[src/rtl/mul_pkg.sv]
// Shared helpers for multiplier-sharing controllers: latency and ID width derivation.
package mul_pkg;

  function automatic int unsigned mul_latency(input int unsigned a_w, input int unsigned b_w);
    int unsigned m;
    int unsigned l;
    m = (a_w < b_w) ? a_w : b_w;
    l = $clog2(m);
    return (l < 1) ? 1 : l;
  endfunction

  function automatic int unsigned id_width(input int unsigned n);
    int unsigned l;
    l = $clog2(n);
    return (l < 1) ? 1 : l;
  endfunction

endpackage

[src/rtl/mul_share_arbiter_rr_arbiter.sv]
// Round-robin arbiter: grants the first request at or above ptr_i, wrapping modulo N.
module rr_arbiter #(
  parameter int unsigned N    = 4,
  parameter int unsigned IdxW = 2
) (
  input  logic [N-1:0]    req_i,
  input  logic [IdxW-1:0] ptr_i,
  input  logic            en_i,
  output logic [N-1:0]    gnt_o,
  output logic [IdxW-1:0] gnt_idx_o
);

  localparam int unsigned SumW = IdxW + 1;

  logic [2*N-1:0] req_dbl;
  logic [N-1:0]   req_rot;
  logic [SumW-1:0] sum;
  logic           found;

  always_comb begin
    // Rotate so bit k of req_rot is requester (ptr + k) mod N.
    req_dbl = {req_i, req_i} >> ptr_i;
    req_rot = req_dbl[N-1:0];
    sum     = '0;
    found   = 1'b0;
    for (int k = N - 1; k >= 0; k--) begin
      if (req_rot[k]) begin
        sum   = {1'b0, ptr_i} + SumW'(k);
        found = 1'b1;
      end
    end
    if (sum >= SumW'(N)) begin
      sum = sum - SumW'(N);
    end
    gnt_idx_o = sum[IdxW-1:0];
    gnt_o     = (found && en_i) ? (N'(1) << gnt_idx_o) : '0;
  end

endmodule

[src/rtl/mul_share_arbiter.sv]
// Shares one pipelined multiplier between N_REQ requesters with round-robin issue.
// Optional statistics counters are built when MUL_SHARE_ARBITER_STATS_EN is defined.
module mul_share_arbiter
  import mul_pkg::*;
#(
  parameter int unsigned N_REQ       = 4,
  parameter int unsigned A_WIDTH     = 16,
  parameter int unsigned B_WIDTH     = 16,
  parameter int unsigned MUL_LATENCY = mul_latency(A_WIDTH, B_WIDTH),
  parameter int unsigned ID_W        = id_width(N_REQ)
) (
  input  logic                         clk_i,
  input  logic                         reset_an_i,
  input  logic                         reset_i,
  input  logic [N_REQ-1:0]             req_valid_i,
  input  logic [N_REQ*A_WIDTH-1:0]     req_a_i,
  input  logic [N_REQ*B_WIDTH-1:0]     req_b_i,
  output logic [N_REQ-1:0]             req_ready_o,
  output logic                         mul_stall_o,
  output logic                         mul_reset_o,
  output logic [A_WIDTH-1:0]           mul_a_o,
  output logic [B_WIDTH-1:0]           mul_b_o,
  input  logic [A_WIDTH+B_WIDTH-1:0]   mul_p_i,
  output logic                         rsp_valid_o,
  output logic [ID_W-1:0]              rsp_id_o,
  output logic [A_WIDTH+B_WIDTH-1:0]   rsp_data_o,
  input  logic                         rsp_ready_i,
  output logic [31:0]                  stat_issue_o,
  output logic [31:0]                  stat_stall_o
);

  localparam int unsigned PROD_W = A_WIDTH + B_WIDTH;

  logic                   stall;
  logic                   grant_en;
  logic                   issue;
  logic [N_REQ-1:0]       gnt;
  logic [ID_W-1:0]        gnt_idx;
  logic [ID_W-1:0]        ptr_q, ptr_d;
  logic [MUL_LATENCY-1:0] vld_q, vld_d;
  logic [ID_W-1:0]        id_q [MUL_LATENCY];
  logic [ID_W-1:0]        id_d [MUL_LATENCY];

  assign stall    = vld_q[MUL_LATENCY-1] & ~rsp_ready_i;
  assign grant_en = ~stall & ~reset_i & reset_an_i;
  assign issue    = |gnt;

  rr_arbiter #(
    .N    (N_REQ),
    .IdxW (ID_W)
  ) u_rr_arbiter (
    .req_i     (req_valid_i),
    .ptr_i     (ptr_q),
    .en_i      (grant_en),
    .gnt_o     (gnt),
    .gnt_idx_o (gnt_idx)
  );

  // One-hot AND-OR mux; an idle bubble feeds zeros so its product is 0.
  always_comb begin
    mul_a_o = '0;
    mul_b_o = '0;
    for (int k = 0; k < N_REQ; k++) begin
      if (gnt[k]) begin
        mul_a_o = mul_a_o | req_a_i[k*A_WIDTH +: A_WIDTH];
        mul_b_o = mul_b_o | req_b_i[k*B_WIDTH +: B_WIDTH];
      end
    end
  end

  always_comb begin
    vld_d = vld_q;
    id_d  = id_q;
    ptr_d = ptr_q;
    if (!stall) begin
      vld_d[0] = issue;
      id_d[0]  = gnt_idx;
      for (int k = 1; k < MUL_LATENCY; k++) begin
        vld_d[k] = vld_q[k-1];
        id_d[k]  = id_q[k-1];
      end
    end
    if (issue) begin
      ptr_d = (gnt_idx == ID_W'(N_REQ - 1)) ? '0 : gnt_idx + ID_W'(1);
    end
  end

  always_ff @(posedge clk_i or negedge reset_an_i) begin
    if (!reset_an_i) begin
      vld_q <= '0;
      id_q  <= '{default: '0};
      ptr_q <= '0;
    end else if (reset_i) begin
      vld_q <= '0;
      id_q  <= '{default: '0};
      ptr_q <= '0;
    end else begin
      vld_q <= vld_d;
      id_q  <= id_d;
      ptr_q <= ptr_d;
    end
  end

  assign req_ready_o = gnt;
  assign mul_stall_o = stall;
  assign mul_reset_o = reset_i;
  assign rsp_valid_o = vld_q[MUL_LATENCY-1];
  assign rsp_id_o    = id_q[MUL_LATENCY-1];
  assign rsp_data_o  = PROD_W'(mul_p_i);

`ifdef MUL_SHARE_ARBITER_STATS_EN
  logic [31:0] issue_cnt_q, stall_cnt_q;

  always_ff @(posedge clk_i or negedge reset_an_i) begin
    if (!reset_an_i) begin
      issue_cnt_q <= '0;
      stall_cnt_q <= '0;
    end else if (reset_i) begin
      issue_cnt_q <= '0;
      stall_cnt_q <= '0;
    end else begin
      issue_cnt_q <= issue_cnt_q + {31'd0, issue};
      stall_cnt_q <= stall_cnt_q + {31'd0, stall};
    end
  end

  assign stat_issue_o = issue_cnt_q;
  assign stat_stall_o = stall_cnt_q;
`else
  assign stat_issue_o = '0;
  assign stat_stall_o = '0;
`endif

endmodule

[config.mk]
export PLATFORM = sky130hd
export DESIGN_NAME = mul_share_arbiter
export DESIGN_NICKNAME = d
export VERILOG_FILES = /design/src/rtl/mul_pkg.sv /design/src/rtl/mul_share_arbiter_rr_arbiter.sv /design/src/rtl/mul_share_arbiter.sv
export SDC_FILE = /design/constraint.sdc
export NUM_CORES = 1
export LEC_CHECK = 0
export ABC_AREA = 1
export CAP_MARGIN = 10
export CELL_PAD_IN_SITES_DETAIL_PLACEMENT = 2
export CELL_PAD_IN_SITES_GLOBAL_PLACEMENT = 2
export CORE_MARGIN = 2
export CORE_UTILIZATION = 12
export CTS_CLUSTER_DIAMETER = 30
export DETAILED_ROUTE_END_ITERATION = 6
export PLACE_DENSITY = 0.86
export RECOVER_POWER = 100
export SLEW_MARGIN = 0
export SYNTH_ARGS = -nofsm -noshare
export SYNTH_HDL_FRONTEND = slang
export SYNTH_SLANG_ARGS = --single-unit
[constraint.sdc]
create_clock -name clk_i -period 3.1 [get_ports clk_i]
set_input_delay 0.775 -clock clk_i [delete_from_list [all_inputs] [get_ports clk_i]]
set_output_delay 0.775 -clock clk_i [all_outputs]
set_load 0.03 [all_outputs]
Yosys cells after proc, flatten, opt, wreduce, memory -nomap -nowiden. Cells that the tools add are included.

Register bits after elaboration: 14. Latch bits: 0. RAM bits: 0. Bits in read-only memories: 0. Logic and storage cells: 56. Memories: 0.

$add $sub $neg: 5. $mul: 0. Divide/modulo/power cells: 0. Magnitude comparators: 1. Equal/unequal tests: 2. Shifts and indexed selects: 2. Muxes and demuxes: 25. Bitwise logic cells: 12. Reductions and logical operators: 3.

Operator list (number): $mux 16 (8); $or 16x16->16 (6); $mux 8 (2); $mux 3 (4); $mux 4 (3); $mux 2 (4); $shr 8x2->4 (1); $add 2x2->3 const B (2); $mux 1 (4); $reduce_or 4->1 (1); $shl 1x2->4 const A (1); $add 2x1->3 const B (1); $and 1x1->1 (3); $ge 3x3->1 const B (1); $not 1->1 (3); $add 2x1->2 const B (1); $eq 2x2->1 const B (1); $ne 2x2->1 const B (1); $reduce_bool 2->1 (1); $sub 2x1->2 const B (1); $logic_and 1x1->1 (1).

Depth between registers and ports, before layout.
Word-level depth: 16. Gate-level depth with buffers: 17. Mapped depth without buffers: 15.

Modules after synthesis. Synthesis repeated with hierarchy kept, for this count alone.

Cell total of the unflattened synthesis: 407. Area total of the unflattened synthesis: 2479.9 µm².

Modules (own cells, without submodules): mul_share_arbiter (instances 1, cells an instance 346, area each 2137.0 µm²); rr_arbiter (instances 1, cells an instance 61, area each 342.8 µm²).

Worst setup path after synthesis. Ideal clock, no wire load.

Kind: input-to-output. Start: input req_valid_i[1]. End: output mul_a_o[7]. Arrival time: 2.293 ns. Required time: 2.325 ns. Slack: 0.032 ns. Stages on the path: 15. Cells stage by stage: nand2_1 nand2_4 nand2_1 nand2_1 nand2_1 nand2_1 nand2_1 nand2_1 inv_1 ha_1 inv_1 nor2_8 buf_12 nand2_2 nand4_1.

Elaborated cells on any way between the ends: 22.

RTL lines: start, declared (line mul_share_arbiter.sv:15) `input logic [N_REQ-1:0] req_valid_i,`; $shr 8x2->4 * (line mul_share_arbiter_rr_arbiter.sv:22) `req_dbl = {req_i, req_i} >> ptr_i;`; $mux 3 (4 in series) (line mul_share_arbiter_rr_arbiter.sv:27) `if (req_rot[k]) begin`; $ge 3x3->1 / $sub 2x1->2 (equally long branches) (line mul_share_arbiter_rr_arbiter.sv:32, mul_share_arbiter_rr_arbiter.sv:33); $mux 2 (line mul_share_arbiter_rr_arbiter.sv:32) `if (sum >= SumW'(N)) begin`; $shl 1x2->4 (line mul_share_arbiter_rr_arbiter.sv:36) `gnt_o = (found && en_i) ? (N'(1) << gnt_idx_o) : '0;`; $mux 4 * (line mul_share_arbiter_rr_arbiter.sv:36); net req_ready_o[2] (line mul_share_arbiter.sv:18) `output logic [N_REQ-1:0] req_ready_o,`; $mux 16 * (line mul_share_arbiter.sv:64) `if (gnt[k]) begin`; $or 16x16->16 (line mul_share_arbiter.sv:65) `mul_a_o = mul_a_o | req_a_i[k*A_WIDTH +: A_WIDTH];`; $mux 16 * (line mul_share_arbiter.sv:64); end, declared (line mul_share_arbiter.sv:21) `output logic [A_WIDTH-1:0] mul_a_o,`.

The timed path passes the listed nets; every way through them passes the cells marked *.

Final worst setup path.
Start: input req_valid_i[3]. End: output mul_a_o[10].

Cells in the longest elaborated chain, start to end: 16. Elaborated cells on any way between the ends: 22.

RTL lines (line): $shr 8x2->4 * (mul_share_arbiter_rr_arbiter.sv:22); $mux 3 (4 in series) (mul_share_arbiter_rr_arbiter.sv:27); $ge 3x3->1 / $sub 2x1->2 (equally long branches) (mul_share_arbiter_rr_arbiter.sv:32, mul_share_arbiter_rr_arbiter.sv:33); $mux 2 (mul_share_arbiter_rr_arbiter.sv:32); $shl 1x2->4 (mul_share_arbiter_rr_arbiter.sv:36); $mux 4 * (mul_share_arbiter_rr_arbiter.sv:36); $mux 16 (mul_share_arbiter.sv:64); $or 16x16->16 (mul_share_arbiter.sv:65); $mux 16 (mul_share_arbiter.sv:64); $or 16x16->16 (mul_share_arbiter.sv:65); $mux 16 (mul_share_arbiter.sv:64); $or 16x16->16 (mul_share_arbiter.sv:65); $mux 16 * (mul_share_arbiter.sv:64).

Mark *: on every way between the ends. The rest lies on a longest branch, timed or not.

==> impl_metrics.py <==
metrics = {
    "outcome": {
        "status": "finished with violations",
        "violations": "negative setup slack",
    },
    "floorplan": {
        "rows": 53,
        "start_util": 0.123,
        "core_um2": 21100,
        "io-pin-count": 305,
        "fp.dieW_um": 151,
        "dieArea_um2": 22800,
        "fp.dieH_um": 151,
    },
    "layout": {
        "drive_gt1_frac": 0.295,
        "fillerInstances": 2471,
        "layout_common_cells": "133 x clkdlybuf4s50_1, 126 x nand2_1, 64 x conb_1",
        "insertedDiodeCount": 0,
        "num-nets-final": 753,
        "area_growth_syn_to_layout_pct": 96.8,
        "final_cells": 854,
        "final_common_cell": "clkdlybuf4s50_1",
    },
    "placement": {
        "gp_congestion": 0.694,
        "dp_slack_ns": -0.806,
        "portBuffers": 176,
        "place_hpwl_um": 10000,
        "dp_cells": 818,
    },
    "timing": {
        "rsz0062_at_grt": "true",
        "setup_viol": 32,
        "hold_ws_ns": 0.493,
        "setup_tns_ns": -4.49,
        "fin_crit_sh": 1.07,
        "tightestPinTransition_ns": 0.747,
        "hold_viol": 0,
        "finalCriticalPeriod_ns": 3.33,
        "finalClockSkew_ns": 0.00208,
        "fin_ws_ns": -0.231,
        "fmax_mhz": 300,
        "slew_viol_final": 0,
        "slew-limit-headroom": 0.502,
    },
    "critical_path": {
        "cpMaxStageDelayCell": "buf_12",
        "critPathTopFamily": "buffers and inverters",
        "cp-start-kind": "input port",
        "critPathMaxFanout": 7,
        "worstPathRequired_ns": 2.32,
        "end_kind": "primary output",
        "r2r_end": "ptr_q[0]$_DFFE_PN0P_",
        "crit_arrival_ns": 2.56,
        "r2r_setup_slack_ns": 0.76,
        "crit_type": "input port to primary output",
        "max_stage_delay_ns": 0.19,
        "r2r_cells": 16,
        "cp_num_buf_inv": 7,
        "reg2reg_from": "ptr_q[0]$_DFFE_PN0P_",
        "path_cells": "buf_6 -> nand2_4 -> nand2_4 -> buf_6 -> nand3b_1 -> nand2_1 -> nand2_2 -> buf_6 -> ha_4 -> inv_4 -> nor2_8 -> buf_12 -> buf_12 -> nand2_2 -> nand4_1 -> buf_12",
    },
    "drt": {
        "routed_wl_um": 13500,
        "vias_per_cell": 3.56,
        "antenna_left": 0,
        "first_pass_iters": 4,
        "wl_per_cell_um": 15.8,
        "dr.first_iter.drc_count": 35,
        "dr_total_vias": 3041,
        "drc_errors": 0,
    },
    "clock_tree": {
        "cts_made_buffers": 3,
        "htreeDepth": 1,
        "root_buffer": "clkbuf_16",
        "clockBufferDepth": 2,
        "clkSinkCount": 14,
        "clk_pin_slew_ns": 0.04,
        "clk_latency_ns": 0.24,
        "cts_tree": "done",
    },
    "global_routing": {
        "antenna_found_initial": 0,
        "grt_pass1_vias": 3269,
        "grt_pass1_wl_um": 18300,
        "grt_max_degree": 21,
        "overflow": 0,
        "grt_use_total": 0.106,
    },
    "power_and_ir_drop": {
        "peakVddDrop_uv": 230,
        "power.leakage_nw": 2.26,
        "p_per_area_nw_per_um2": 578,
        "p_total_w": 0.00295,
    },
    "flow_run": {
        "max_cap_violations": 0,
    },
    "synth": {
        "synth_area_um2": 2590,
        "syn_avg_cell_area_um2": 6.66,
        "synth_seq_cells": 14,
        "synth_mux_area_frac": 0,
        "yosysTopAreaCellShare": 0.284,
        "synthXorXnorAreaFrac": 0.00338,
        "synth_top_area_cell": "buf_4",
        "ys_warn_count": 0,
        "synth_top_family_by_area": "simple AND/OR/NAND/NOR gates",
        "syn-instance-count": 389,
        "yosys.area_share.simple": 0.429,
        "synth-compound-area-share": 0.0309,
        "seq_area_frac_synth": 0.135,
        "synth-adder-area-share": 0.0193,
        "ys_top_cells_by_area": "buf_4 28%, nand2_1 21%, dfrtp_1 14%",
        "synth.distinct_cells": 25,
    },
    "min_path": {
        "min_path_cells": 2,
        "hold_path_startpoint": "id_q[7]$_DFFE_PN0P_",
        "hp-class": "register to register",
        "hold-path-endpoint": "id_q[7]$_DFFE_PN0P_",
    },
}
==> per-stage QoR <==
step                       util  cell area, µm²
after global placement    0.203            4280
after detailed placement  0.203            4280
final                     0.242            5100
after CTS                 0.238            5030
after floorplan               -            2830
after global routing      0.242            5100
==> worst reg2reg max path, delay by kind of cell, from the launching register on <==
kind,cells,cell delay [ns]
simple gates,9,0.78
flops,1,0.48
buf+inv,4,0.48
fa+ha+maj,1,0.17
compound gates,2,0.31
==> routing by layer <==
metal  track usage  vias up  part of all wire
li1              -     1455                 -
met1         0.115     1448              0.38
met2         0.213      131              0.54
met3        0.0214        7             0.072
met4        0.0140        0            0.0068
met5             0        -                 0
==> where the power goes <==
part | leakage (nW) | switching, W | total [W] | internal, W
sequential | 0.189 | 0.0000299 | 0.000253 | 0.000223
combinational | 2.04 | 0.00130 | 0.00246 | 0.00116
clock | 0.0370 | 0.0000665 | 0.000235 | 0.000168
==> cells in the mapped netlist, drive strengths merged <==
library cell and count:
ha 4, nand3b 1, nand3 4, dfrtp 14
nand4 34, inv 23, conb 1, o22ai 4
o211ai 2, buf 111, a21oi 1, nand2 171
nor2 11, xor2 1, o21ai 7
==> cell families (layout without fill, tap and decap cells) <==
kind of cell	after synthesis	after routing
buffers and inverters	134	261
AND/OR/NAND/NOR	221	221
XOR/XNOR	1	1
AO/OA/AOI/OAI	14	14
other	1	64
flip-flops	14	14
adder cells (fa/ha/maj)	4	4
==> how the worst max path moves through the flow <==
stage | from | end | slack [ns] | depth (start not counted)
6_report | req_valid_i[3] | mul_a_o[10] | -0.23 | 16
3_5_place_dp | req_valid_i[3] | mul_a_o[13] | -0.81 | 17
2_1_floorplan | req_valid_i[1] | mul_a_o[7] | 0.03 | 15
4_1_cts | req_valid_i[2] | mul_a_o[13] | -0.23 | 16
3_3_place_gp | req_valid_i[1] | mul_a_o[13] | -0.76 | 17
5_1_grt | ptr_q[0]$_DFFE_PN0P_ | mul_a_o[13] | -0.35 | 16
==> layout make-up <==
class,instances,area [µm²],area share
sequential,14,352,0.0690
tap,275,344,0.0675
timing repair buffer,235,2550,0.501
clock buffer,3,75.1,0.0147
inverter,23,104,0.0204
multi-input combinational,304,1670,0.327
==> registers in the layout (all words and copies together), names as in the netlist <==
register,flops
id_q,6
ptr_q,2
vld_q,4
rsp_id_o,2
==> repair_timing <==
| item | 4_1_cts | 5_1_grt |
|---|---|---|
| setup endpoints to repair | 36 | 36 |
| gates cloned | 6 | 2 |
| gates resized for setup | 104 | 22 |
| hold buffers | 0 | 0 |
| buffers inserted | 22 | 7 |
| pin swaps | 42 | 21 |
Power figures use the tool's default switching activity.
